### src/rtl/nibble_serial_addsub_ctrl_if.sv
// nibble_serial_addsub_ctrl_if
// Request/response bundle between a requester and the nibble-serial
// add/subtract sequencer. The requester drives start/op_sub/a/b and
// watches busy/done/result/carry_out.
// Optional macro OVF_DETECT_EN adds the signed overflow flag to the bundle.

interface nibble_serial_addsub_ctrl_if #(
   parameter int WIDTH = 16
);

   logic             start;
   logic             op_sub;
   logic [WIDTH-1:0] a;
   logic [WIDTH-1:0] b;
   logic             busy;
   logic             done;
   logic [WIDTH-1:0] result;
   logic             carry_out;

`ifdef OVF_DETECT_EN
   logic             overflow;

   modport master (
      output start, op_sub, a, b,
      input  busy, done, result, carry_out, overflow
   );

   modport slave (
      input  start, op_sub, a, b,
      output busy, done, result, carry_out, overflow
   );
`else
   modport master (
      output start, op_sub, a, b,
      input  busy, done, result, carry_out
   );

   modport slave (
      input  start, op_sub, a, b,
      output busy, done, result, carry_out
   );
`endif

endinterface

### src/rtl/nibble_serial_addsub_ctrl.sv
// nibble_serial_addsub_ctrl
// Multi-word add/subtract sequencer that time-shares one 4-bit ripple-carry
// slice (four_bit_rca), processing the operands one nibble per clock, LSB
// nibble first, with the carry held in a register between nibbles.
// Subtraction is a + ~b + 1: B is one's-complemented at latch time and the
// carry register is preloaded with 1.
// Optional macro OVF_DETECT_EN adds a registered signed-overflow flag.
// WIDTH must be a multiple of 4 and at least 4.

module four_bit_rca (
   input  logic [3:0] A,
   input  logic [3:0] B,
   input  logic       Cin,
   output logic [3:0] S,
   output logic       Cout
);

   logic [4:0] carryChain;

   // Plain ripple of four full adders, purely combinational
   always_comb begin
      carryChain    = '0;
      S             = '0;
      carryChain[0] = Cin;
      for (int i = 0; i < 4; i++) begin
         S[i]            = A[i] ^ B[i] ^ carryChain[i];
         carryChain[i+1] = (A[i] & B[i]) | (carryChain[i] & (A[i] ^ B[i]));
      end
      Cout = carryChain[4];
   end

endmodule

module nibble_serial_addsub_ctrl #(
   parameter int WIDTH = 16
) (
   input logic                        clk,
   input logic                        rst,
   nibble_serial_addsub_ctrl_if.slave bus
);

   localparam int NIBBLES = WIDTH / 4;
   localparam int IDXW    = (NIBBLES > 1) ? $clog2(NIBBLES) : 1;
   localparam logic [IDXW-1:0] LAST_IDX = IDXW'(NIBBLES - 1);

   typedef enum logic [1:0] {
      IDLE = 2'd0,
      RUN  = 2'd1,
      DONE = 2'd2
   } stateT;

   stateT            state;
   stateT            nextState;

   logic [WIDTH-1:0] opA;
   logic [WIDTH-1:0] opB;
   logic [WIDTH-1:0] resultReg;
   logic             carryReg;
   logic             carryOutReg;
   logic [IDXW-1:0]  nibbleIdx;

   logic             accept;
   logic             finalEdge;

   logic [3:0]       nibA;
   logic [3:0]       nibB;
   logic [3:0]       nibS;
   logic             nibCout;

   // The slice only ever sees registered values, so no input port reaches an output combinationally
   assign nibA = opA[{nibbleIdx, 2'b00} +: 4];
   assign nibB = opB[{nibbleIdx, 2'b00} +: 4];

   four_bit_rca slice (
      .A    (nibA),
      .B    (nibB),
      .Cin  (carryReg),
      .S    (nibS),
      .Cout (nibCout)
   );

   // State register; reset drops straight back to IDLE even mid-operation
   always_ff @(posedge clk or posedge rst) begin
      if (rst) begin
         state <= IDLE;
      end else begin
         state <= nextState;
      end
   end

   // Next-state decode: start is only honoured in IDLE, RUN ends on the top nibble
   always_comb begin
      nextState = state;
      accept    = 1'b0;
      finalEdge = 1'b0;
      unique case (state)
         IDLE: begin
            if (bus.start) begin
               accept    = 1'b1;
               nextState = RUN;
            end
         end
         RUN: begin
            if (nibbleIdx == LAST_IDX) begin
               finalEdge = 1'b1;
               nextState = DONE;
            end
         end
         DONE: begin
            nextState = IDLE;
         end
         default: begin
            nextState = IDLE;
         end
      endcase
   end

   // Operand latch on accept, then one nibble of result and carry per RUN clock
   always_ff @(posedge clk or posedge rst) begin
      if (rst) begin
         opA         <= '0;
         opB         <= '0;
         resultReg   <= '0;
         carryReg    <= 1'b0;
         carryOutReg <= 1'b0;
         nibbleIdx   <= '0;
      end else if (accept) begin
         opA       <= bus.a;
         opB       <= bus.op_sub ? ~bus.b : bus.b;
         carryReg  <= bus.op_sub;
         nibbleIdx <= '0;
      end else if (state == RUN) begin
         resultReg[{nibbleIdx, 2'b00} +: 4] <= nibS;
         carryReg                           <= nibCout;
         if (finalEdge) begin
            carryOutReg <= nibCout;
         end else begin
            nibbleIdx <= nibbleIdx + 1'b1;
         end
      end
   end

`ifdef OVF_DETECT_EN
   logic ovfReg;

   // Signed overflow: same-sign operands producing a result of the other sign
   always_ff @(posedge clk or posedge rst) begin
      if (rst) begin
         ovfReg <= 1'b0;
      end else if ((state == RUN) && finalEdge) begin
         ovfReg <= (opA[WIDTH-1] == opB[WIDTH-1]) && (nibS[3] != opA[WIDTH-1]);
      end
   end

   assign bus.overflow = ovfReg;
`endif

   assign bus.busy      = (state != IDLE);
   assign bus.done      = (state == DONE);
   assign bus.result    = resultReg;
   assign bus.carry_out = carryOutReg;

endmodule
### src/flat_wrapper.sv
// flat-port wrapper written by rule: the top's interface ports become plain ports
module nibble_serial_addsub_ctrl_flat 
#(
   parameter int WIDTH = 16
)
  (clk, rst, bus_start, bus_op_sub, bus_a, bus_b, bus_busy, bus_done, bus_result, bus_carry_out);
  nibble_serial_addsub_ctrl_if #(.WIDTH(WIDTH)) bus_i ();
  input logic clk;
  input logic rst;
  input wire logic [$bits(bus_i.start)-1:0] bus_start;
  input wire logic [$bits(bus_i.op_sub)-1:0] bus_op_sub;
  input wire logic [$bits(bus_i.a)-1:0] bus_a;
  input wire logic [$bits(bus_i.b)-1:0] bus_b;
  output wire logic [$bits(bus_i.busy)-1:0] bus_busy;
  output wire logic [$bits(bus_i.done)-1:0] bus_done;
  output wire logic [$bits(bus_i.result)-1:0] bus_result;
  output wire logic [$bits(bus_i.carry_out)-1:0] bus_carry_out;
  assign bus_i.start = bus_start;
  assign bus_i.op_sub = bus_op_sub;
  assign bus_i.a = bus_a;
  assign bus_i.b = bus_b;
  assign bus_busy = bus_i.busy;
  assign bus_done = bus_i.done;
  assign bus_result = bus_i.result;
  assign bus_carry_out = bus_i.carry_out;
  nibble_serial_addsub_ctrl #(.WIDTH(WIDTH)) u_core (.clk(clk), .rst(rst), .bus(bus_i));
endmodule
### config.mk
export PLATFORM = sky130hd
export DESIGN_NAME = nibble_serial_addsub_ctrl_flat
export DESIGN_NICKNAME = d
export VERILOG_FILES = /design/src/rtl/nibble_serial_addsub_ctrl_if.sv /design/src/rtl/nibble_serial_addsub_ctrl.sv /design/src/flat_wrapper.sv
export SDC_FILE = /design/constraint.sdc
export NUM_CORES = 1
export LEC_CHECK = 0
export ABC_CLOCK_PERIOD_IN_PS = 3800
export CAP_MARGIN = 0
export CORE_MARGIN = 4
export CORE_UTILIZATION = 52
export CTS_CLUSTER_SIZE = 14
export DETAILED_ROUTE_END_ITERATION = 6
export PLACE_DENSITY = 0.85
export REMOVE_ABC_BUFFERS = 1
export SYNTH_ARGS = -nofsm -noshare
export SYNTH_HDL_FRONTEND = slang
export SYNTH_SLANG_ARGS = --single-unit
### constraint.sdc
create_clock -name clk -period 3.8 [get_ports clk]
set_input_delay 0.38 -clock clk [delete_from_list [all_inputs] [get_ports clk]]
set_output_delay 0.38 -clock clk [all_outputs]
set_load 0.03 [all_outputs]
==> results.toml, run 1 <==
[routing]
vias_per_cell = 5.42
first_iter_violations = 56
wl_per_cell_um = 16.1
vias = 1751
dr.pass1.iters = 4
wl_um = 5210
postRouteAntennaNets = 0
drcViolationCount = 0

[layout]
diodes = 0
area_growth_pct = 23.4
drive_gt1_frac = 0.245
nets = 298

[run_status]
status = "finished clean"

[floorplan]
coreArea_mm2 = 0.00517
die_width_um = 81.6
ios = 55
initial_core_util = 0.544
num_rows = 26
chipHeight_um = 81.6
fp.dieArea_mm2 = 0.00666

[sta]
clock.fmax_ghz = 0.331
maxSlewViolCount = 0
fin_crit_sh = 0.795
skew_ps = 11.8
worst_slew_pin_slew_ps = 868
finalSetupViolCount = 0
finalCriticalPeriod_ps = 3020
finalSetupTns_ps = 0
hold_viol = 0
rsz0062_at_grt = "false"
max_slew_margin = 0.419

[synthesis]
syn_inst = 200
ys_ff_latch = 54
netlist.area_leader.share = 0.480
synth_warnings = 0
ys_seq_area_frac = 0.480
synth_area_leaders = "dfrtp_1 48%, mux2_2 16%, mux4_2 6.4%"
synthArstFlopShare = 1.00
yosys-top-cells-count = "54 x dfrtp_1, 39 x mux2_2, 16 x xor2_1"
avgSynthCellArea_um2 = 14.1
synth_edf_count = 0
synth.distinct_cells = 30
synth_top_area_cell = "dfrtp_1"
synth_area_mm2 = 0.00282
ys.flop_type = "dfrtp_1"
synth_most_common_cell = "dfrtp_1"

[setup_path]
cpMostUsedCell = "fa_1"
cp.arrival_ps = 3210
cp-start-kind = "flop"
crit-reg2reg-launch = "u_core.nibbleIdx[0]"
crit_start = "u_core.nibbleIdx[0]"
critPathRequiredTime_ps = 3990
slowest_delay_ps = 560
reg2reg_depth = 9
r2r-end = "u_core.bus.result[7]"
r2r_slack_ps = 780
crit_type = "reg -> reg"
slowest_stage = "mux4_2"
path_cells = "buf_4 -> mux4_2 -> fa_1 -> inv_1 -> fa_1 -> inv_1 -> fa_1 -> and4b_1 -> mux2_2"
endpoint_kind = "flop"
endpoint = "u_core.bus.result[7]"
worstPathMaxFanout = 23

[power_and_ir_drop]
powerDensity_mw_per_mm2 = 899
p_leak_nw = 1.50
peakVddDrop_v = 0.000395
finalPower_mw = 3.12

[cts]
clk_pin_slew_ps = 100
worst_skew_pair.late_latency_ps = 300
clk_path_buf_depth = 2
postCtsSetupBuffers = 0
h-tree-depth = 2
clockRootBuffer = "clkbuf_8"
cts_tree = "done"
cts_buffers = 5
cts.sinks = 54
hold_buffers = 0
cts_resized = 0

[placed_design]
numPortBuffers = 54
dp_hpwl_um = 4020
place_congestion = 0.839

[global_route]
grt_max_degree = 33
grt_antenna_before_repair = 0
track_usage = 0.171
grt_pass1_wl_um = 8770
grt.overflow.total = 0
grt_pass1_vias = 1844

[run]
maxCapViolCount = 0

[worst_hold_path]
hp-class = "in -> async"
[worst max-delay path, delay by kind of cell (launching register included)]
kind | cells | cell delay (ps)
adder cells (fa/ha/maj) | 3 | 1040
buffers and inverters | 3 | 410
flip-flops | 1 | 420
multiplexers | 2 | 810
AND/OR/NAND/NOR | 1 | 220
[worst min path at each step]
| stage | from | slack [ps] | to | cells after the start |
|---|---|---|---|---|
| floorplan | u_core.opA[1] | 450 | u_core.opA[1] | 1 |
| global placement | u_core.bus.result[1] | 470 | u_core.bus.result[1] | 1 |
| CTS | rst | 420 | u_core.bus.result[13] | 2 |
| detailed placement | u_core.bus.result[14] | 480 | u_core.bus.result[14] | 1 |
| finish | rst | 400 | u_core.bus.result[13] | 2 |
| global route | rst | 470 | u_core.bus.result[14] | 2 |
[state kept, by name (all words and copies together) (netlist names)]
register,flops
u_core.bus.result,16
u_core.opA,16
u_core.opB,16
u_core.nibbleIdx,2
u_core.state,2
u_core.bus.carry_out,1
u_core.carryReg,1
[kinds of logic (layout without fill, tap and decap cells)]
kind of cell	Yosys count	after routing	synth area share
and+or+nand+nor	32	32	0.0938
buffers and inverters	26	79	0.0511
adders and majority gates	10	10	0.0551
xor gates and xnor gates	16	16	0.0498
muxes	49	49	0.228
DFF	54	54	0.480
AOI/OAI and AO/OA	13	13	0.0422
[metrics by stage]
step           hold slack [ps]  area (µm²)  setup slack, ps   util  cells
6_report                   403        3470              779  0.672    323
5_1_grt                    466        3470              653  0.672    323
4_1_cts                    422        3470              786  0.672    323
3_5_place_dp               481        3380              805  0.653    315
3_3_place_gp               475        3380              869  0.653    315
2_1_floorplan              453        2720              586      -    187
[report_power, final]
part / internal [mW] / leakage [nW] / switching (mW)
logic: 0.899 / 0.783 / 0.847
registers: 0.847 / 0.670 / 0.193
clock network: 0.151 / 0.0489 / 0.185
[layer usage]
layer | wire length [µm] | track usage | vias up
met1 | 2290 | 0.222 | 886
met5 | 0 | 0 | -
met3 | 215 | 0.0340 | 4
met2 | 2670 | 0.303 | 41
li1 | - | - | 820
met4 | 39 | 0.0299 | 0
[cell usage in the layout (no fill, tap or decap), drive strengths merged]
cell type / instances
mux2: 41
and4b: 2
and3: 2
a221oi: 1
and2: 4
xor2: 16
fa: 4
clkdlybuf4s50: 54
inv: 14
buf: 4
or2: 1
a32o: 8
dfrtp: 54
nor4bb: 5
mux4: 8
o21bai: 1
ha: 6
nor4b: 4
and3b: 1
a21oi: 1
a211o: 2
nor2b: 6
nor3b: 3
nand3b: 4
clkbuf: 7
[layout make-up]
cell class / count / area, µm²
Inverter: 13 / 48.8
Sequential cell: 54 / 1350
Fill cell: 393 / 1700
Clock buffer: 7 / 86.3
Tap cell: 70 / 87.6
Multi-Input combinational cell: 120 / 1320
Timing Repair Buffer: 58 / 571
Clock inverter: 1 / 8.76
Power figures use the tool's default switching activity.
==> run 2, diff against run 1 <==
- ABC_CLOCK_PERIOD_IN_PS: 3800 -> 2990
- clock period: 3.8 -> 2.99 ns (I/O delays scaled with it)
==> results.toml, run 2 (synthesis gave the netlist of run 1 again) <==
[global_route]
grt_pass1_vias = 1884
grt.overflow.total = 0
grt_antenna_before_repair = 0
track_usage = 0.183
grt_max_degree = 33
grt_pass1_wl_um = 9030

[placed_design]
place_congestion = 0.819
dp_hpwl_um = 3990
numPortBuffers = 54
place_inst = 317
post-place-ws_ps = 41.7
place_area_mm2 = 0.00339

[layout]
final_util = 0.680
nets = 300
stdcell_count = 324
diodes = 0
fin_area_mm2 = 0.00352
drive_gt1_frac = 0.283
final_cell_mix = "54 x clkdlybuf4s50_1, 54 x dfrtp_1, 38 x mux2_2"
area_growth_pct = 24.9

[floorplan]
fp.dieArea_mm2 = 0.00666
die_width_um = 81.6
chipHeight_um = 81.6
num_rows = 26
initial_core_util = 0.544
coreArea_mm2 = 0.00517
ios = 55

[cts]
cts_buffers = 5
hold_buffers = 0
cts_resized = 0
cts_tree = "done"
clk_pin_slew_ps = 90
worst_skew_pair.late_latency_ps = 310
clockRootBuffer = "clkbuf_8"
postCtsSetupBuffers = 0
clk_path_buf_depth = 2
cts.sinks = 54
h-tree-depth = 2

[sta]
rsz0062_at_grt = "true"
fin_crit_sh = 0.980
max_slew_margin = 0.391
finalCriticalPeriod_ps = 2930
hold_viol = 0
finalSetupViolCount = 0
timing.hold.ws_ps = 338
worst_slew_pin_slew_ps = 911
skew_ps = 7.81
clock.fmax_ghz = 0.341
finalSetupTns_ps = 0
worst_slack_ps = 58.8
maxSlewViolCount = 0

[power_and_ir_drop]
peakVddDrop_v = 0.000516
powerDensity_mw_per_mm2 = 1180
p_leak_nw = 1.51
finalPower_mw = 4.16

[routing]
first_iter_violations = 71
drcViolationCount = 0
vias = 1810
wl_per_cell_um = 16.7
postRouteAntennaNets = 0
wl_um = 5410
vias_per_cell = 5.59
dr.pass1.iters = 4

[setup_path]
critPathRequiredTime_ps = 3180
cp-start-kind = "flop"
crit_type = "reg -> reg"
worstPathMaxFanout = 4
endpoint_kind = "flop"
cp.arrival_ps = 3130

[run]
maxCapViolCount = 0

[worst_hold_path]
hp-class = "in -> async"

[run_status]
status = "finished clean"
## run 2: critical path, cell delays in order (launching register included)
cell and delay (ps):
dfrtp_1 410, mux4_2 530, inv_2 70, fa_2 190, inv_2 40, fa_2 330
inv_2 70, fa_2 200, inv_2 40, fa_1 490, and4b_1 210, mux2_4 250
## run 2: final cells by class
| cell class | count | area (µm²) |
|---|---|---|
| clock buffers | 6 | 82.6 |
| flip-flops and latches | 54 | 1350 |
| inverters | 13 | 48.8 |
| fillers | 390 | 1660 |
| repair buffers | 60 | 586 |
| clock inverters | 1 | 30.0 |
| well taps | 70 | 87.6 |
| multi-input cells | 120 | 1330 |
## run 2: where the power goes
| part | switching [mW] | leakage (nW) | internal, mW |
|---|---|---|---|
| registers | 0.231 | 0.670 | 1.08 |
| clock network | 0.228 | 0.0573 | 0.268 |
| logic | 1.14 | 0.787 | 1.21 |
## run 2: routing by layer
metal / vias up / GRT usage / routed length [µm]
li1: 821 / - / -
met1: 923 / 0.223 / 2330
met2: 61 / 0.316 / 2710
met3: 5 / 0.0439 / 305
met4: 0 / 0.0681 / 65
met5: - / 0 / 0
## run 2: worst paths after layout
check	slack, ps	start	depth (start not counted)	endpoint
max	60	u_core.nibbleIdx[0]	11	u_core.bus.result[7]
min	340	rst	2	u_core.bus.result[14]
max reg2reg	60	u_core.nibbleIdx[0]	11	u_core.bus.result[7]
min reg2reg	490	u_core.opA[2]	1	u_core.opA[2]
max in group asynchronous	1880	rst	3	u_core.nibbleIdx[0]
min in group clk	490	u_core.opA[2]	1	u_core.opA[2]
==> run 3, diff against run 2 <==
- ABC_AREA: not set -> 1
- CORE_UTILIZATION: 52 -> 50
- CTS_CLUSTER_DIAMETER: not set -> 150
- PLACE_DENSITY: 0.85 -> 0.83
==> results.toml, run 3 <==
[global_route]
grt_pass1_wl_um = 10400
grt.overflow.total = 0
grt_pass1_vias = 2363
track_usage = 0.180
grt_max_degree = 55
grt_antenna_before_repair = 0

[synthesis]
avgSynthCellArea_um2 = 7.88
synth_area_leaders = "dfrtp_1 48%, nand2_1 23%, xor2_1 5.0%"
ys_ff_latch = 54
synth_top_area_cell = "dfrtp_1"
synth.distinct_cells = 17
netlist.area_leader.share = 0.480
yosys-top-cells-count = "172 x nand2_1, 54 x dfrtp_1, 25 x nand3_1"
ys_seq_area_frac = 0.480
synth_warnings = 0
synth_edf_count = 0
ys.flop_type = "dfrtp_1"
synth_most_common_cell = "nand2_1"
synth_area_mm2 = 0.00281
syn_inst = 357
synthArstFlopShare = 1.00

[cts]
clk_path_buf_depth = 2
worst_skew_pair.late_latency_ps = 300
cts_buffers = 5
cts.sinks = 54
hold_buffers = 0
h-tree-depth = 2
cts_resized = 0
cts_tree = "done"
clockRootBuffer = "clkbuf_8"
clk_pin_slew_ps = 90
postCtsSetupBuffers = 0

[power_and_ir_drop]
p_int_mw = 2.10
switching_share = 0.455
p_seq_frac = 0.320
combPwrFrac = 0.553
peakVddDrop_v = 0.000474
p_switching_mw = 1.76
finalPower_mw = 3.86
power.share.clock = 0.127
p_leak_nw = 1.84
powerDensity_mw_per_mm2 = 1100

[layout]
nets = 457
area_growth_pct = 24.7
regArea_mm2 = 0.00135
fill_cells = 495
diodes = 0
drive_gt1_frac = 0.0462
final_cell_mix = "172 x nand2_1, 54 x clkdlybuf4s50_1, 54 x dfrtp_1"
layout_commonest_cell = "nand2_1"
stdcell_count = 483
multiInputGateArea_mm2 = 0.00126

[floorplan]
die_width_um = 83.0
num_rows = 27
initial_core_util = 0.514
ios = 55
fp.dieArea_mm2 = 0.00689
coreArea_mm2 = 0.00547
chipHeight_um = 83.0

[sta]
skew_ps = 10.9
clock.fmax_ghz = 0.361
worst_slew_pin_slew_ps = 868
maxSlewViolCount = 0
rsz0062_at_grt = "false"
hold_viol = 0
fin_crit_sh = 0.926
finalCriticalPeriod_ps = 2770
finalSetupViolCount = 0
max_slew_margin = 0.419
finalSetupTns_ps = 0

[run_status]
status = "finished clean"

[setup_path]
cp-start-kind = "flop"
critPathRequiredTime_ps = 3190
endpoint_kind = "flop"
slowest_delay_ps = 450
critPathBufInv = 5
cp.arrival_ps = 2970
cpMostUsedCell = "inv_1"
cp_top_family = "adder cells"
worstPathMaxFanout = 8
path_cells = "inv_1 -> nand3_1 -> nand2_1 -> fa_1 -> inv_1 -> fa_1 -> inv_1 -> fa_1 -> inv_1 -> fa_1 -> nand3_1 -> inv_1 -> nand2_1 -> nand2_1"
slowest_stage = "dfrtp_1"
crit_type = "reg -> reg"

[routing]
vias_per_cell = 4.87
dr.pass1.iters = 4
vias = 2353
wl_um = 5910
first_iter_violations = 179
postRouteAntennaNets = 0
wl_per_cell_um = 12.2
drcViolationCount = 0

[placed_design]
numPortBuffers = 54
dp_hpwl_um = 4480
place_inst = 476
place_congestion = 0.892

[worst_hold_path]
hp-class = "in -> async"

[run]
maxCapViolCount = 0
[run 3: cell types whose count changed after synthesis, sizes merged, moves of 5 or more]
cell / delta
a32o: -8
inv: +13
mux2: -41
mux4: -8
nand2: +172
nand3: +26
nor2: +23
nor2b: -6
nor4bb: -5
o21ai: +11
[run 3: worst reg2reg max path, cell delays in order, from the launching register on]
cell,delay [ps]
dfrtp_1,450
inv_1,180
nand3_1,130
nand2_1,80
fa_1,380
inv_1,80
fa_1,150
inv_1,50
fa_1,360
inv_1,80
fa_1,440
nand3_1,120
inv_1,50
nand2_1,70
nand2_1,50
[run 3: kinds of logic (layout without fill, tap and decap cells)]
family          Yosys count  count (layout)  share of synthesized area
simple gates            222             222                      0.313
flops                    54              54                      0.480
buf+inv                  40              94                     0.0716
xor+xnor                 16              16                     0.0498
compound gates           15              15                     0.0302
fa+ha+maj                10              10                     0.0551
[run 3: final timing paths]
kind	from	end	slack, ps	cells past startpoint
max in group asynchronous	rst	u_core.bus.result[3]	2050	3
min in group clk	u_core.opB[15]	u_core.opB[15]	480	2
max	u_core.nibbleIdx[1]	u_core.bus.result[15]	220	14
min	rst	u_core.bus.result[4]	480	3
min reg2reg	u_core.opB[15]	u_core.opB[15]	480	2
max reg2reg	u_core.nibbleIdx[1]	u_core.bus.result[15]	220	14
[run 3: cell type report]
cell class,instances,area share
flip-flops and latches,54,0.385
multi-input cells,263,0.359
repair buffers,61,0.169
inverters,26,0.0285
well taps,72,0.0257
clock buffers,6,0.0235
clock inverters,1,0.00856
[run 3: through the flow]
step | utilization | setup WS [ps] | hold WS [ps] | instance area (µm²)
after floorplan | - | -91.1 | 409 | 2710
after global placement | 0.620 | 357 | 464 | 3400
after detailed placement | 0.620 | 255 | 466 | 3400
after CTS | 0.641 | 213 | 489 | 3510
after global routing | 0.641 | 29.7 | 513 | 3510
final | 0.641 | 221 | 479 | 3510
[run 3: power by group through the flow]
| stage | Clock (mW) | Sequential (mW) | Combinational [mW] |
|---|---|---|---|
| after floorplan | 0 | 1.35 | 1.30 |
| after global placement | 0 | 1.24 | 2.04 |
| after detailed placement | 0 | 1.25 | 2.12 |
| after CTS | 0.502 | 1.24 | 2.14 |
| after global routing | 0.531 | 1.27 | 2.42 |
| final | 0.488 | 1.23 | 2.13 |
[run 3: per-layer routing]
layer  up-vias  wire length, µm  global-route usage
met5         -                0                   0
met4         0               61              0.0342
met3         6              383              0.0387
met2        75             3040               0.328
met1      1076             2430               0.219
li1       1196                -                   -
